$ cat src/rtl/cache_2way_wb.sv
// rtl/cache_2way_wb.sv - two-way set-associative write-back, write-allocate cache
// with per-set LRU replacement and a request/acknowledge memory port.
module cache_2way_wb #(
   parameter int ADDR_W  = 8,
   parameter int DATA_W  = 16,
   parameter int INDEX_W = 2,
   parameter int CNT_W   = 16
) (
   input  logic              clk,
   input  logic              rst_n,
   input  logic              req_valid,
   output logic              req_ready,
   input  logic              req_write,
   input  logic [ADDR_W-1:0] req_addr,
   input  logic [DATA_W-1:0] req_wdata,
   output logic              resp_valid,
   output logic [DATA_W-1:0] resp_rdata,
   output logic              resp_hit,
   output logic              mem_req,
   output logic              mem_we,
   output logic [ADDR_W-1:0] mem_addr,
   output logic [DATA_W-1:0] mem_wdata,
   input  logic              mem_ack,
   input  logic [DATA_W-1:0] mem_rdata,
   output logic [CNT_W-1:0]  hit_cnt,
   output logic [CNT_W-1:0]  miss_cnt,
   output logic [CNT_W-1:0]  wb_cnt
);

   localparam int TAG_W = ADDR_W - INDEX_W;
   localparam int SETS  = 1 << INDEX_W;
   localparam logic [CNT_W-1:0] CNT_MAX = {CNT_W{1'b1}};

   typedef enum logic [2:0] {S_IDLE, S_LOOKUP, S_WB, S_FILL, S_RESP} state_t;

   state_t            state;
   logic              lat_write;
   logic [ADDR_W-1:0] lat_addr;
   logic [DATA_W-1:0] lat_wdata;
   logic              victim;

   logic [DATA_W-1:0] data_q  [2][SETS];
   logic [TAG_W-1:0]  tag_q   [2][SETS];
   logic [SETS-1:0]   valid_q [2];
   logic [SETS-1:0]   dirty_q [2];
   logic [SETS-1:0]   lru_q;

   logic [INDEX_W-1:0] idx;
   logic [TAG_W-1:0]   tg;
   logic               hit0, hit1, hit, hit_way, miss_victim;

   assign idx     = lat_addr[INDEX_W-1:0];
   assign tg      = lat_addr[ADDR_W-1:INDEX_W];
   assign hit0    = valid_q[0][idx] && (tag_q[0][idx] == tg);
   assign hit1    = valid_q[1][idx] && (tag_q[1][idx] == tg);
   assign hit     = hit0 || hit1;
   assign hit_way = hit0 ? 1'b0 : 1'b1;
   // Empty ways are filled before anything is evicted.
   assign miss_victim = !valid_q[0][idx] ? 1'b0 :
                        !valid_q[1][idx] ? 1'b1 : lru_q[idx];

   always_ff @(posedge clk or negedge rst_n) begin
      if (!rst_n) begin
         state      <= S_IDLE;
         req_ready  <= 1'b1;
         resp_valid <= 1'b0;
         resp_hit   <= 1'b0;
         resp_rdata <= '0;
         mem_req    <= 1'b0;
         mem_we     <= 1'b0;
         mem_addr   <= '0;
         mem_wdata  <= '0;
         hit_cnt    <= '0;
         miss_cnt   <= '0;
         wb_cnt     <= '0;
         lat_write  <= 1'b0;
         lat_addr   <= '0;
         lat_wdata  <= '0;
         victim     <= 1'b0;
         valid_q[0] <= '0;
         valid_q[1] <= '0;
         dirty_q[0] <= '0;
         dirty_q[1] <= '0;
         lru_q      <= '0;
      end else begin
         case (state)
            S_IDLE: begin
               if (req_valid) begin
                  lat_write <= req_write;
                  lat_addr  <= req_addr;
                  lat_wdata <= req_wdata;
                  req_ready <= 1'b0;
                  state     <= S_LOOKUP;
               end
            end
            S_LOOKUP: begin
               if (hit) begin
                  if (lat_write) begin
                     data_q[hit_way][idx]  <= lat_wdata;
                     dirty_q[hit_way][idx] <= 1'b1;
                     resp_rdata            <= lat_wdata;
                  end else begin
                     resp_rdata <= data_q[hit_way][idx];
                  end
                  lru_q[idx] <= ~hit_way;
                  resp_valid <= 1'b1;
                  resp_hit   <= 1'b1;
                  if (hit_cnt != CNT_MAX) hit_cnt <= hit_cnt + CNT_W'(1);
                  state <= S_RESP;
               end else begin
                  victim  <= miss_victim;
                  mem_req <= 1'b1;
                  if (miss_cnt != CNT_MAX) miss_cnt <= miss_cnt + CNT_W'(1);
                  if (valid_q[miss_victim][idx] && dirty_q[miss_victim][idx]) begin
                     mem_we    <= 1'b1;
                     mem_addr  <= {tag_q[miss_victim][idx], idx};
                     mem_wdata <= data_q[miss_victim][idx];
                     state     <= S_WB;
                  end else begin
                     mem_we   <= 1'b0;
                     mem_addr <= lat_addr;
                     state    <= S_FILL;
                  end
               end
            end
            S_WB: begin
               // mem_req stays high so the fill follows the write-back back-to-back.
               if (mem_ack) begin
                  if (wb_cnt != CNT_MAX) wb_cnt <= wb_cnt + CNT_W'(1);
                  mem_we   <= 1'b0;
                  mem_addr <= lat_addr;
                  state    <= S_FILL;
               end
            end
            S_FILL: begin
               if (mem_ack) begin
                  tag_q[victim][idx]   <= tg;
                  valid_q[victim][idx] <= 1'b1;
                  if (lat_write) begin
                     data_q[victim][idx]  <= lat_wdata;
                     dirty_q[victim][idx] <= 1'b1;
                     resp_rdata           <= lat_wdata;
                  end else begin
                     data_q[victim][idx]  <= mem_rdata;
                     dirty_q[victim][idx] <= 1'b0;
                     resp_rdata           <= mem_rdata;
                  end
                  lru_q[idx] <= ~victim;
                  mem_req    <= 1'b0;
                  resp_valid <= 1'b1;
                  resp_hit   <= 1'b0;
                  state      <= S_RESP;
               end
            end
            S_RESP: begin
               resp_valid <= 1'b0;
               req_ready  <= 1'b1;
               state      <= S_IDLE;
            end
            default: begin
               req_ready <= 1'b1;
               state     <= S_IDLE;
            end
         endcase
      end
   end

endmodule

$ cat config.mk
export PLATFORM = sky130hd
export DESIGN_NAME = cache_2way_wb
export DESIGN_NICKNAME = d
export VERILOG_FILES = /design/src/rtl/cache_2way_wb.sv
export SDC_FILE = /design/constraint.sdc
export NUM_CORES = 1
export LEC_CHECK = 0
export ABC_CLOCK_PERIOD_IN_PS = 8100
export BUFFER_PORTS_ARGS = -buffer_cell sky130_fd_sc_hd__buf_2
export CORE_UTILIZATION = 53
export CTS_BUF_LIST = sky130_fd_sc_hd__clkbuf_16
export CTS_CLUSTER_SIZE = 25
export DETAILED_ROUTE_END_ITERATION = 8
export PLACE_DENSITY = 0.77
export SKIP_LAST_GASP = 1
export SLEW_MARGIN = 20
export SYNTH_ARGS = -nofsm -noshare
export SYNTH_HDL_FRONTEND = slang
export SYNTH_SLANG_ARGS = --single-unit
$ cat constraint.sdc
create_clock -name clk -period 8.1 [get_ports clk]
set_input_delay 0 -clock clk [delete_from_list [all_inputs] [get_ports clk]]
set_output_delay 0 -clock clk [all_outputs]
set_load 0.03 [all_outputs]
==> flow_summary_export.csv, run 1 <==
group,metric,value,unit
logic_synthesis,synth_ff_type,"edfxtp_1",
timing,tightest_slew,1.10,ns
clock_tree,cts-resized-gates,0,
clock_tree,clock_latency,0.53,ns
critical_path,crit_start,"lat_addr[1]",
clock_tree,ctsHoldBuffers,45,
critical_path,cp-start-kind,"register",
timing,layout_min_cycle_time,5.51,ns
logic_synthesis,synth-seq-cells,318,
timing,clock_skew,0.0208,ns
die,rows,62,
pwr,p_leak,7.31,nW
clock_tree,post_cts_buffers,0,
logic_synthesis,seq_area_frac_synth,56.9,%
logic_synthesis,syn-cell-area,0.0155,sq mm
critical_path,cp.arrival,5.73,ns
clock_tree,path_clk_slew,0.06,ns
global_route,grt_overflow,0,
run_status,outcome,"completed",
layout,nets,1496,
logic_synthesis,yosysWarnings,0,
timing,slew_viol_final,0,
timing,setup_violations,0,
die,fp.dieW,173,um
timing,finalCritPeriodShare,68.1,%
critical_path,cp_num_buf_inv,2,
global_route,grt_pass1_vias,11800,
routing,vias,11500,
die,core,0.0288,sq mm
global_route,grt_util_met1,36.0,%
layout,final_common_cell,"nand2_1",
pwr,p_per_area,396,mW/mm^2
global_route,grtUsageTotal,27.9,%
placed_design,place.gp.congestion,0.865,
critical_path,cp_slowest_cell,"dfrtp_2",
die,die_y,173,um
placed_design,hpwl,25400,um
routing,viasPerCell,6.19,
global_route,grt_max_degree,73,
logic_synthesis,avgSynthCellArea,12.1,sq um
clock_tree,cts_tree,"yes",
logic_synthesis,synth_cells,1280,
routing,drt_iter0_markers,1114,
clock_tree,cts_max_level,2,
timing,fin_tns_setup,0,ns
worst_hold_path,hp-class,"input pin to async pin",
clock_tree,cts-root-buf,"clkbuf_16",
global_route,groute.layer.met3.usage,4.73,%
global_route,top_usage_layer,"met2",
critical_path,r2r-start,"lat_addr[1]",
routing,drc_errors,0,
logic_synthesis,synth_fp_nets,1328,
routing,antenna_left,0,
layout,final_util,63.2,%
logic_synthesis,async_flop_share,44.7,%
critical_path,crit_chain,"buf_4, mux4_2, xnor2_1, nand4_1, nor2_1, and3_1, o21ai_0, nor2_1, buf_4",
logic_synthesis,ys_types,66,
layout,layout_common_cells,"203 x nand2_1, 176 x edfxtp_1, 139 x dfrtp_1, 136 x buf_2, 128 x mux2_2",
logic_synthesis,synth_edf_count,176,
timing,timing.fmax,181,MHz
die,die_area,0.0300,sq mm
timing,hold_viol,0,
critical_path,worstSetupPathType,"register to register",
routing,firstDrtPassIters,6,
critical_path,cp_top_family,"simple AND/OR/NAND/NOR gates",
timing,rsz0062_at_grt,"false",
run,maxCapViolCount,0,
critical_path,worstSetupEndpointType,"register",
layout,drive_gt1_share,26.4,%
timing,relSlewSlack,26.8,%
clock_tree,cts_buffers,37,
clock_tree,cts.path.max_buffers,3,
die,start_util,54.0,%
pwr,vdd_ir_drop_max,324,uV
routing,wl_per_cell,22.1,um
global_route,antenna_found_initial,1,
layout,syn_to_final_growth,17.1,%
global_route,grt_pass1_wl,64500,um
placed_design,portBuffers,137,
clock_tree,cts_sinks,318,
critical_path,worstPathRequired,8.32,ns
routing,wl,41100,um
critical_path,path_max_fanout,46,
die,ios,138,
critical_path,max_stage_delay,1.08,ns
global_route,gr-usage-met2,46.3,%
layout make-up:
class	instances	area, sq um
diodes	1	2.50
clock buffers	39	976
clock inverters	28	146
fillers	2197	10600
inverters	8	30.0
multi-input cells	873	6340
flip-flops and latches	318	8840
well taps	384	480
repair buffers	210	1370
Yosys cell counts (all sizes together), types with 2 or more instances:
cell type  instances  share of area (%)
o2bb2ai            4               0.23
o41ai              3               0.17
o21a               6               0.29
nor3              27               0.87
edfxtp           176                 34
and3              17               0.68
a2111oi            2               0.23
o211ai             5               0.24
dfrtp            141                 23
or2                3               0.12
a21o               6               0.29
o21bai             3               0.14
clkbuf            56                1.4
mux2i             22                1.4
xnor2             36                2.0
nand2            205                5.0
mux4              35                5.1
o31ai              2              0.097
nand4              9               0.36
a31oi             19               0.77
inv                8               0.19
a21oi             94                3.0
nand2b            12               0.48
mux2             137                9.9
or4               16               0.77
nor3b              2               0.17
and4               5               0.28
o22a               4               0.23
a41oi              2               0.11
nor2              63                1.6
nor4              14               0.66
a221oi             2               0.11
a22o               3               0.17
a311oi             6               0.34
o2111ai            2               0.11
or3                3               0.12
xor2              24                1.4
a22oi              9               0.43
and2               9               0.36
nor2b              6               0.24
buf               25               0.82
nand3             27               0.90
ha                 3               0.24
o21ai             18               0.58
registers in the layout, indices dropped and copies added (netlist names), 3 cells and up, named ones only:
signal and count:
valid_q 8, mem_addr 8, data_q 128, lat_wdata 16
resp_rdata 16, hit_cnt 16, lru_q 4, lat_addr 8
state 3, tag_q 48, wb_cnt 16, mem_wdata 16
miss_cnt 16
layer usage:
metal / wire (um) / vias up
met4: 1730 / 0
met5: 0 / -
li1: - / 5059
met2: 20000 / 610
met3: 3610 / 134
met1: 15800 / 5720
metrics by stage:
step	hold WS, ns	worst slack, ns	area (sq um)	cells	total power, mW
floorplan	-0.296	4.51	15500	1280	4.73
global placement	-0.0907	2.79	16600	1747	5.52
detailed placement	-0.0959	2.73	16600	1748	5.61
CTS	0.0493	2.69	18200	1860	7.18
global route	0.0518	2.29	18200	1860	7.56
finish	0.0541	2.59	18200	1861	7.21
worst register-to-register path, stage by stage (launching register included):
cell and delay (ns):
dfrtp_2 1.08, buf_4 0.56, mux4_2 0.40, xnor2_1 0.25, nand4_1 0.55, nor2_1 0.98, and3_1 0.27, o21ai_0 0.15
nor2_1 0.62, buf_4 0.34
cell families (layout without fill, tap and decap cells):
family | count (synthesis) | after routing | synth area share [%]
flip-flops | 318 | 318 | 56.9
other | 0 | 1 | 0
adder cells (fa/ha/maj) | 3 | 3 | 0.242
buffers and inverters | 89 | 285 | 2.37
XOR/XNOR | 60 | 60 | 3.38
multiplexers | 194 | 194 | 16.4
AND/OR/NAND/NOR | 420 | 420 | 12.7
AO/OA/AOI/OAI | 196 | 196 | 7.96
final timing paths:
check,to,slack [ns],depth (start not counted)
worst max-delay path,data_q[0][49],2.59,9
worst min-delay path,mem_wdata[14],0.05,3
worst max register to register,data_q[0][49],2.59,9
worst min register to register,miss_cnt[15],0.49,1
max in group asynchronous,hit_cnt[12],7.09,3
min in group clk,lat_wdata[0],0.24,3
power by group:
group	switching [mW]	internal [mW]	leakage [nW]
logic	1.96	1.21	3.37
clock network	0.641	0.898	0.597
registers	0.351	2.14	3.35
(Power assumes the default switching activity.)
==> run 2, diff against run 1 <==
ABC_AREA = 1   (was not set)
ABC_CLOCK_PERIOD_IN_PS = 4900   (was 8100)
PLACE_DENSITY = 0.8   (was 0.77)
clock period = 4.9 ns   (was 8.1 ns; I/O delays follow)
==> flow_summary_export.csv, run 2 <==
group,metric,value,unit
run_status,outcome,"finished, violations left",
run_status,violations,"hold timing",
routing,vias,14200,
global_route,antenna_found_initial,0,
die,start_util,54.2,%
logic_synthesis,synth_most_common_cell,"nand2_1",
critical_path,worstSetupPathType,"register to register",
layout,top_regs,"data_q x128, tag_q x48",
timing,finalCritPeriodShare,76.4,%
logic_synthesis,synth-seq-cells,318,
run,maxCapViolCount,0,
critical_path,cp.arrival,3.97,ns
routing,antenna_left,0,
logic_synthesis,seq_area_frac_synth,54.6,%
critical_path,path_max_fanout,36,
logic_synthesis,yosys.area_share.simple,25.5,%
logic_synthesis,yosysTopAreaCellShare,32.6,%
clock_tree,cts-resized-gates,0,
logic_synthesis,synth_top_family_by_area,"simple AND/OR/NAND/NOR gates",
clock_tree,cts_max_level,2,
clock_tree,cts.path.max_buffers,3,
logic_synthesis,async_flop_share,44.7,%
die,ios,138,
critical_path,worstPathRequired,5.13,ns
die,rows,63,
die,core,0.0299,sq mm
clock_tree,ctsHoldBuffers,40,
timing,rsz0062_at_grt,"false",
die,die_area,0.0313,sq mm
logic_synthesis,synth_fa_ha_area_share,0.232,%
logic_synthesis,yosysWarnings,0,
timing,hold_viol,4,
layout,antenna_cells,0,
global_route,grt_pass1_wl,72200,um
pwr,p_per_area,619,mW/mm^2
clock_tree,cts_sinks,318,
global_route,grt_max_degree,78,
global_route,grt_overflow,0,
timing,slew_viol_final,0,
logic_synthesis,synth_edf_count,176,
clock_tree,cts_tree,"yes",
timing,tightest_slew,1.12,ns
global_route,grt_pass1_vias,13600,
clock_tree,clock_latency,0.54,ns
layout,regMostFlops,"data_q",
timing,whs,-0.00563,ns
logic_synthesis,synth_cells,1883,
die,die_y,177,um
timing,setup_violations,0,
logic_synthesis,synth-xor-area-share,2.22,%
critical_path,worstSetupEndpointType,"register",
routing,drc_errors,0,
routing,wl,46300,um
pwr,finalPower,11.5,mW
layout,syn_to_final_growth,14.3,%
timing,timing.fmax,267,MHz
timing,relSlewSlack,25.1,%
routing,viasPerCell,5.82,
timing,fin_tns_setup,0,ns
pwr,vdd_ir_drop_max,386,uV
clock_tree,cts-root-buf,"clkbuf_16",
clock_tree,path_clk_slew,0.07,ns
clock_tree,post_cts_buffers,0,
placed_design,hpwl,30800,um
timing,clock_skew,0.0208,ns
worst_hold_path,hold_depth,3,
layout,nets,2077,
critical_path,ff2ff_path_depth,13,
clock_tree,cts_buffers,34,
timing,layout_min_cycle_time,3.74,ns
logic_synthesis,synth_area_leaders,"edfxtp_1 33%, dfrtp_1 22%, nand2_1 11%",
routing,firstDrtPassIters,6,
pwr,p_leak,8.30,nW
logic_synthesis,synth_compound_area_share,10.1,%
layout,final_common_cell,"nand2_1",
layout,largest_register_ff_count,128,
routing,drt_iter0_markers,1839,
layout,layout_common_cells,"468 x nand2_1, 259 x nor2_1, 199 x nand3_1, 185 x o21ai_0, 176 x edfxtp_1",
logic_synthesis,synth_fp_nets,1931,
layout,fill_cells,2452,
logic_synthesis,avgSynthCellArea,8.60,sq um
die,fp.dieW,177,um
placed_design,place.gp.congestion,0.976,
logic_synthesis,synth_top_area_cell,"edfxtp_1",
logic_synthesis,ys_types,46,
logic_synthesis,syn-cell-area,0.0162,sq mm
layout,drive_gt1_share,13.0,%
placed_design,portBuffers,137,
logic_synthesis,muxShareOfSynthArea,1.11,%
critical_path,cp-start-kind,"register",
logic_synthesis,synth_ff_type,"edfxtp_1",
routing,wl_per_cell,18.9,um
worst_hold_path,hp-class,"input pin to register",
global_route,grtUsageTotal,29.8,%
logic_synthesis,synth_common_cells,"469 x nand2_1, 260 x nor2_1, 199 x nand3_1",
## run 2: cell count changes after synthesis, moves of 107 or more
cell,before,now
nand2_1,204,469
inv_1,8,115
o21ai_0,17,185
nor2_1,62,260
nand3_1,26,199
mux2_2,128,16
## run 2: logic make-up (layout without fill, tap and decap cells)
family	Yosys count	after routing
XOR/XNOR	41	41
AO/OA/AOI/OAI	302	302
adder cells (fa/ha/maj)	3	3
multiplexers	16	16
flip-flops	318	318
buffers and inverters	222	394
AND/OR/NAND/NOR	981	981
## run 2: final cells by class
| cell class | instances | area [sq um] | share of cell area, % |
|---|---|---|---|
| Sequential cell | 318 | 8840 | 47.7 |
| Clock buffer | 34 | 851 | 4.59 |
| Multi-Input combinational cell | 1343 | 6350 | 34.3 |
| Clock inverter | 28 | 194 | 1.05 |
| Inverter | 128 | 483 | 2.61 |
| Timing Repair Buffer | 204 | 1310 | 7.06 |
| Tap cell | 390 | 488 | 2.64 |
## run 2: per-layer routing
| metal | vias to the layer above | track usage (%) | share of wire [%] |
|---|---|---|---|
| met2 | 822 | 49.8 | 48 |
| met5 | - | 0 | 0 |
| met4 | 0 | 13.4 | 4.3 |
| met3 | 155 | 4.47 | 9.4 |
| li1 | 6579 | - | - |
| met1 | 6680 | 38.5 | 38 |
## run 2: critical path, stage by stage (launching register included)
cell and delay [ns]:
dfrtp_1 0.65, inv_2 0.20, nand2_2 0.50, o21ai_1 0.18, nor2_4 0.19, nand2_1 0.10, inv_2 0.07, nand3_4 0.09
nor2_8 0.47, nand2_1 0.13, o21ai_2 0.14, inv_2 0.10, nor2_1 0.30, buf_4 0.30
## run 2: path summary, 6_finish.rpt
kind,startpoint,endpoint,slack (ns)
worst max-delay path,lat_addr[1],data_q[0][33],1.16
worst min-delay path,mem_rdata[0],data_q[1][32],-0.006
worst max register to register,lat_addr[1],data_q[0][33],1.16
worst min register to register,mem_addr[7],mem_addr[7],0.48
max in group asynchronous,rst_n,lat_addr[3],3.60
min in group asynchronous,rst_n,mem_wdata[13],0.24
## run 2: where the power goes
group | total [mW] | switching (mW) | internal (mW)
clock | 2.45 | 1.08 | 1.38
sequential | 4.00 | 0.507 | 3.49
combinational | 5.02 | 3.57 | 1.45
total | 11.5 | 5.15 | 6.32
## run 2: through the flow
| stage | area, sq um | util [%] | instances | worst slack [ns] |
|---|---|---|---|---|
| 3_5_place_dp | 17100 | 57.1 | 2343 | 1.27 |
| 5_1_grt | 18500 | 62.0 | 2445 | 0.856 |
| 4_1_cts | 18500 | 62.0 | 2445 | 1.20 |
| 6_report | 18500 | 62.0 | 2445 | 1.16 |
| 2_1_floorplan | 16200 | - | 1883 | 1.98 |
| 3_3_place_gp | 17100 | 57.1 | 2343 | 1.40 |
